`config.mk`:
```
export PLATFORM = sky130hd
export DESIGN_NAME = hub_slot_seq
export DESIGN_NICKNAME = d
export VERILOG_FILES = /design/src/rtl/hub_pkg.sv /design/src/rtl/hub_lane_align.sv /design/src/rtl/hub_slot_seq.sv
export SDC_FILE = /design/constraint.sdc
export NUM_CORES = 1
export LEC_CHECK = 0
export BUFFER_PORTS_ARGS = -buffer_cell sky130_fd_sc_hd__buf_2
export CORE_AREA = 2 2 209 211
export CTS_BUF_LIST = sky130_fd_sc_hd__clkbuf_16
export DETAILED_ROUTE_END_ITERATION = 12
export DIE_AREA = 0 0 211 213
export GPL_TIMING_DRIVEN = 0
export PLACE_DENSITY = 0.37
export SLEW_MARGIN = 20
export SYNTH_ARGS = -nofsm -noshare
export SYNTH_HDL_FRONTEND = slang
export SYNTH_SLANG_ARGS = --single-unit
```
`constraint.sdc`:
```
create_clock -name clk_cog -period 5.11 [get_ports clk_cog]
set_clock_uncertainty 0.2 [all_clocks]
set_input_delay 0.2555 -clock clk_cog [delete_from_list [all_inputs] [get_ports clk_cog]]
set_output_delay 0.2555 -clock clk_cog [all_outputs]
set_load 0.01 [all_outputs]
```
`src/rtl/hub_pkg.sv`:
```
`default_nettype none
// ============================================================================
// Package  : hub_pkg
// Brief    : Shared constants and byte-lane helper for the hub access path.
// Revision : 1.0 - initial release
// ============================================================================
package hub_pkg;

  // Transfer size codes as presented on req_sz (2 bits per cog)
  localparam logic [1:0] SZ_BYTE = 2'b00;
  localparam logic [1:0] SZ_WORD = 2'b01;
  localparam logic [1:0] SZ_LONG = 2'b10;  // any code with bit 1 set is a long

  // Number of hub windows in one rotation
  localparam int HUB_SLOTS = 8;

  // Byte-address bit that selects the ROM half ($8000..$FFFF)
  localparam int ROM_BASE_BIT = 15;

  // Byte-lane enables for a transfer of size sz at byte offset alo
  function automatic logic [3:0] lane_mask(input logic [1:0] sz,
                                           input logic [1:0] alo);
    logic [3:0] mask;
    if (sz[1]) begin
      mask = 4'b1111;
    end else if (sz == SZ_WORD) begin
      mask = alo[1] ? 4'b1100 : 4'b0011;
    end else begin
      mask = 4'b0001 << alo;
    end
    return mask;
  endfunction

endpackage
`default_nettype wire

```
`src/rtl/hub_lane_align.sv`:
```
`default_nettype none
// ============================================================================
// Module   : hub_lane_align
// Brief    : Combinational byte-lane alignment. WRITE=1 replicates right-
//            justified write data across the long and builds lane enables;
//            WRITE=0 shifts and zero-extends a long read into a right-
//            justified byte/word/long.
// Revision : 1.0 - initial release
// ============================================================================
module hub_lane_align
  import hub_pkg::*;
#(
  parameter bit WRITE = 1'b1
) (
  input  logic [1:0]  sz_i,
  input  logic [1:0]  alo_i,
  input  logic [31:0] data_i,
  output logic [31:0] data_o,
  output logic [3:0]  wb_o
);

  generate
    if (WRITE) begin : g_write
      // Replicate the low byte/word into every lane the memory may write
      always_comb begin
        wb_o   = lane_mask(sz_i, alo_i);
        data_o = data_i;
        if (!sz_i[1]) begin
          if (sz_i == SZ_WORD) begin
            data_o = {2{data_i[15:0]}};
          end else begin
            data_o = {4{data_i[7:0]}};
          end
        end
      end
    end else begin : g_read
      // Shift the addressed lane(s) down to bit 0 and clear the rest
      always_comb begin
        logic [31:0] shifted;
        wb_o    = lane_mask(sz_i, alo_i);
        data_o  = data_i;
        shifted = '0;
        if (!sz_i[1]) begin
          if (sz_i == SZ_WORD) begin
            shifted = data_i >> {alo_i[1], 4'b0000};
            data_o  = {16'h0000, shifted[15:0]};
          end else begin
            shifted = data_i >> {alo_i, 3'b000};
            data_o  = {24'h000000, shifted[7:0]};
          end
        end
      end
    end
  endgenerate

endmodule
`default_nettype wire

```
`src/rtl/hub_slot_seq.sv`:
```
`default_nettype none
// ============================================================================
// Module   : hub_slot_seq
// Brief    : Round-robin hub sequencer. Each cog owns a two-cycle window
//            (phase 0 issue, phase 1 completion) out of every sixteen; the
//            access is converted to one long-wide memory cycle and the lane-
//            extracted result is returned with a one-cycle ack.
// Revision : 1.0 - initial release
// ============================================================================
module hub_slot_seq
  import hub_pkg::*;
#(
  parameter int COGS = 8  // only 8 is supported; port widths assume it
) (
  input  logic         clk_cog,
  input  logic         res,
  input  logic [7:0]   req,
  input  logic [7:0]   req_w,
  input  logic [15:0]  req_sz,
  input  logic [127:0] req_a,
  input  logic [255:0] req_d,
  output logic [7:0]   ack,
  output logic [31:0]  rdata,
  output logic         ena_bus,
  output logic         w,
  output logic [3:0]   wb,
  output logic [13:0]  a,
  output logic [31:0]  d,
  input  logic [31:0]  q
);

  localparam int SLOT_W = $clog2(COGS);

  // Rotation state
  logic [SLOT_W-1:0] slot_q, slot_d;
  logic              phase_q, phase_d;

  // One-entry pipeline: the access issued last cycle, completing this cycle
  logic              pv_q, pv_d;
  logic [SLOT_W-1:0] pipe_cog_q, pipe_cog_d;
  logic              pipe_wr_q, pipe_wr_d;
  logic [1:0]        pipe_sz_q, pipe_sz_d;
  logic [1:0]        pipe_alo_q, pipe_alo_d;

  // Completion outputs
  logic [7:0]        ack_q, ack_d;
  logic [31:0]       rdata_q, rdata_d;

  // Fields of the cog owning the current window
  logic              w_req;
  logic              w_wr;
  logic [1:0]        w_sz;
  logic [15:0]       w_addr;
  logic [31:0]       w_data;
  logic              w_issue;

  // Lane-aligned data in both directions
  logic [31:0]       w_wr_data;
  logic [3:0]        w_wr_lanes;
  logic [31:0]       w_rd_data;
  logic [3:0]        w_rd_lanes_unused;

  // Completion is identical for reads and writes; the flag is kept with the
  // access so a debug probe can tell them apart.
  logic              w_pipe_wr_unused;
  assign w_pipe_wr_unused = pipe_wr_q;

  assign w_req  = req[slot_q];
  assign w_wr   = req_w[slot_q];
  assign w_sz   = req_sz[{slot_q, 1'b0} +: 2];
  assign w_addr = req_a[{slot_q, 4'b0000} +: 16];
  assign w_data = req_d[{slot_q, 5'b00000} +: 32];

  // Reset gates the issue so the memory port is quiet the moment res rises
  assign w_issue = ~res & ~phase_q & w_req;

  hub_lane_align #(.WRITE(1'b1)) u_wr_align (
    .sz_i   (w_sz),
    .alo_i  (w_addr[1:0]),
    .data_i (w_data),
    .data_o (w_wr_data),
    .wb_o   (w_wr_lanes)
  );

  hub_lane_align #(.WRITE(1'b0)) u_rd_align (
    .sz_i   (pipe_sz_q),
    .alo_i  (pipe_alo_q),
    .data_i (q),
    .data_o (w_rd_data),
    .wb_o   (w_rd_lanes_unused)
  );

  // Memory port: driven only during an issue cycle, zero otherwise
  always_comb begin
    ena_bus = 1'b0;
    w       = 1'b0;
    wb      = 4'b0000;
    a       = '0;
    d       = '0;
    if (w_issue) begin
      ena_bus = 1'b1;
      w       = w_wr & ~w_addr[ROM_BASE_BIT];  // ROM writes are dropped but acked
      wb      = w_wr_lanes;
      a       = w_addr[15:2];
      d       = w_wr_data;
    end
  end

  // Phase toggles every cycle; slot advances as phase wraps 1 -> 0
  always_comb begin
    phase_d = ~phase_q;
    slot_d  = slot_q;
    if (phase_q) begin
      slot_d = (slot_q == SLOT_W'(HUB_SLOTS - 1)) ? '0 : slot_q + 1'b1;
    end
  end

  // Capture the issued access; valid only if something actually went out
  always_comb begin
    pv_d       = w_issue;
    pipe_cog_d = pipe_cog_q;
    pipe_wr_d  = pipe_wr_q;
    pipe_sz_d  = pipe_sz_q;
    pipe_alo_d = pipe_alo_q;
    if (w_issue) begin
      pipe_cog_d = slot_q;
      pipe_wr_d  = w_wr;
      pipe_sz_d  = w_sz;
      pipe_alo_d = w_addr[1:0];
    end
  end

  // Completion: register extracted q and pulse the owner's ack bit once
  always_comb begin
    ack_d   = 8'h00;
    rdata_d = rdata_q;
    if (pv_q && phase_q) begin
      ack_d   = 8'h01 << pipe_cog_q;
      rdata_d = w_rd_data;
    end
  end

  // State registers; reset abandons any access in flight
  always_ff @(posedge clk_cog or posedge res) begin
    if (res) begin
      slot_q     <= '0;
      phase_q    <= 1'b0;
      pv_q       <= 1'b0;
      pipe_cog_q <= '0;
      pipe_wr_q  <= 1'b0;
      pipe_sz_q  <= 2'b00;
      pipe_alo_q <= 2'b00;
      ack_q      <= 8'h00;
      rdata_q    <= 32'h0;
    end else begin
      slot_q     <= slot_d;
      phase_q    <= phase_d;
      pv_q       <= pv_d;
      pipe_cog_q <= pipe_cog_d;
      pipe_wr_q  <= pipe_wr_d;
      pipe_sz_q  <= pipe_sz_d;
      pipe_alo_q <= pipe_alo_d;
      ack_q      <= ack_d;
      rdata_q    <= rdata_d;
    end
  end

  assign ack   = ack_q;
  assign rdata = rdata_q;

endmodule
`default_nettype wire

```
==> impl_metrics.ini <==
[global_route]
grt_max_degree = 53
grt-ovfl-total = 0
grt.total_usage_pct = 17.06
antenna_found_initial = 20
grt_pass1_vias = 7799
grt_pass1_wl_um = 54830

[cts]
cts_max_path_buffers = 2
clkTransAtPathRegs_ns = 0.07
cts_buffers = 5
cts_num_sinks = 52
cts_tree = yes
postCtsResizedCells = 0
clock_latency_ns = 0.29
cts_root_buffer = clkbuf_16
htree_levels = 2

[timing]
finalSetupViolCount = 0
hold_viol = 0
drv_slew = 0
worstMarginPinSlew_ns = 0.7625
slew_headroom_pct = 48.86
setup_tns_ns = 0
worst_slack_ns = 1.714
rsz0062_at_grt = no
fin_crit_ns = 3.396
max_freq_ghz = 0.2944
finalCritPeriodShare_pct = 66.46

[power_and_ir_drop]
p_seq_share_pct = 35.5
power_switching_uw = 455.9
clkPwrFrac_pct = 24.2
swShare_pct = 32.94
power.density_nw_per_um2 = 141.6
p_int_uw = 928.2
power.leakage_uw = 0.004541
p_comb_share_pct = 40.4
ir_worst_vdd_uv = 117.3

[synthesis]
syn_avg_cell_area_um2 = 11.38
ys_seq_area_share_pct = 20.98
yosys_warnings = 0
netlist_area_um2 = 6203
async_reset_ff_share_pct = 100.0
synth_edf_count = 0
synthCells = 545
synth_nets = 997
ys_types = 44
ys_ff_latch = 52
synth_ff_type = dfrtp_1

[detailed_routing]
vias_per_cell = 4.430
ant_nets = 0
drt_pass1_iterations = 4
drc = 0
wirelength_um = 40110
num_vias = 7318
drt_iter0_drc = 458
wire_per_inst_um = 24.28

[placed_design]
place_hpwl_um = 35270
port_buffers = 541
post-place-ws_ns = 1.929
dp.cells = 1632
gp_congestion = 0.8249

[die]
initial_core_util_pct = 14.53
pin_count = 542
rows = 76
die_height_um = 213
die_w_um = 211
core_um2 = 42700
dieArea_um2 = 44940

[setup_path]
end_kind = primary output
cp-startpoint = slot_q[1]
r2r_start = slot_q[0]
cp_data_arrival_time_ns = 2.94
crit_path_start_kind = flip-flop
crit_fanout = 10
cp.required_ns = 4.65
crit_type = flip-flop to primary output

[layout]
layout_common_cells = buf_2, mux4_2, nand2_1, nor2_1, dfrtp_1
layout-drive-gt1-share_pct = 66.12
layoutNonFillerInstCount = 1652
layout.nets = 1546
fillers = 4725
fin_util_pct = 22.89
multiInputGateArea_um2 = 4468
layout_commonest_cell = buf_2
regArea_um2 = 1301
area_growth_pct = 57.56

[status]
status = completed

[job]
cap_viol_max_count = 0

[worst_hold_path]
hold_start = q[23]
hp-class = input port to flip-flop
==> cell usage after synthesis (all sizes together), types with 2 or more instances <==
| master | n | area (µm²) |
|---|---|---|
| a21oi | 11 | 55.05 |
| inv | 3 | 11.26 |
| a31oi | 7 | 43.79 |
| mux2i | 33 | 355.3 |
| and3 | 9 | 56.30 |
| nand2 | 62 | 240.2 |
| o211ai | 7 | 52.55 |
| nor2 | 52 | 195.2 |
| mux4 | 104 | 2346 |
| ha | 2 | 25.02 |
| and2 | 3 | 21.27 |
| nand3 | 24 | 120.1 |
| a211oi | 16 | 120.1 |
| dfrtp | 52 | 1301 |
| clkbuf | 17 | 63.81 |
| mux2 | 28 | 330.3 |
| nand2b | 3 | 18.77 |
| a22o | 8 | 70.07 |
| a311oi | 8 | 76.32 |
| buf | 43 | 355.3 |
| nor2b | 10 | 62.56 |
| a221oi | 8 | 70.07 |
| nor3 | 26 | 145.1 |
==> registers in the layout, indices dropped and copies added, names as in the netlist <==
signal and flops:
pipe_cog_q 3, pipe_sz_q 2, pipe_alo_q 2, ack 8
phase_q 1, pv_q 1, slot_q 3, rdata 32
==> per-stage QoR <==
stage / total power (µW) / hold WS (ns) / area, µm²
finish: 1384 / 0.01987 / 9774
global route: 1470 / 0.01337 / 9757
CTS: 1405 / 0.01137 / 9747
detailed placement: 1064 / 0.2392 / 9597
global placement: 1056 / 0.2488 / 9594
floorplan: 752.8 / 0.1882 / 6203
==> power groups by stage <==
| stage | registers [µW] | logic (µW) | clock network [µW] |
|---|---|---|---|
| after global placement | 499 | 558 | 0 |
| after CTS | 491 | 567 | 347 |
| after global routing | 499 | 612 | 359 |
| after detailed placement | 500 | 564 | 0 |
| after floorplan | 517 | 235 | 0 |
| final | 491 | 559 | 335 |
==> layout make-up <==
cell class | instances | area share, %
plain buffers | 60 | 4.288
multi-input cells | 429 | 45.71
repair buffers | 542 | 27.80
flip-flops and latches | 52 | 13.31
clock buffers | 5 | 1.280
diodes | 11 | 0.2816
clock inverters | 3 | 0.1536
well taps | 546 | 6.989
inverters | 4 | 0.1792
==> repair_timing <==
item	4_1_cts	5_1_grt
hold buffers	1	0
buffers inserted	0	0
endpoints found under the hold margin	52	0
==> routing by layer <==
metal	wire (µm)	vias to the layer above	part of all wire (%)	track usage, %
met5	39	-	0.097	0
met4	911	6	2.3	2.963
met3	2501	49	6.2	3.045
met2	20820	348	52	31.79
met1	15830	3631	39	20.60
li1	-	3284	-	-
==> worst paths after layout <==
kind	end	slack [ns]	cells past startpoint
setup / recovery	d[30]	1.71	9
hold / removal	rdata[23]	0.02	3
setup reg to reg	pipe_alo_q[1]	2.63	6
hold reg to reg	rdata[24]	0.26	2
max in group asynchronous	rdata[19]	3.76	3
min in group asynchronous	pipe_alo_q[0]	0.46	3
==> worst max-delay path, cell delays in order (launching register included) <==
cell and delay [ns]:
dfrtp_1 0.38, buf_6 0.20, buf_12 0.18, buf_12 0.16
buf_6 0.23, buf_6 0.19, mux4_2 0.33, a211oi_1 0.68
a311oi_2 0.09, buf_2 0.19
==> cell families (layout without fill, tap and decap cells) <==
logic type	after synthesis	after routing	synth area share [%]
other cells	0	11	0
mux	165	165	48.87
flops	52	52	20.98
buf+inv	64	614	6.999
compound gates	71	71	8.673
fa+ha+maj	2	2	0.4033
simple gates	191	191	14.08
Note: power is estimated with default switching activity, not from simulation.
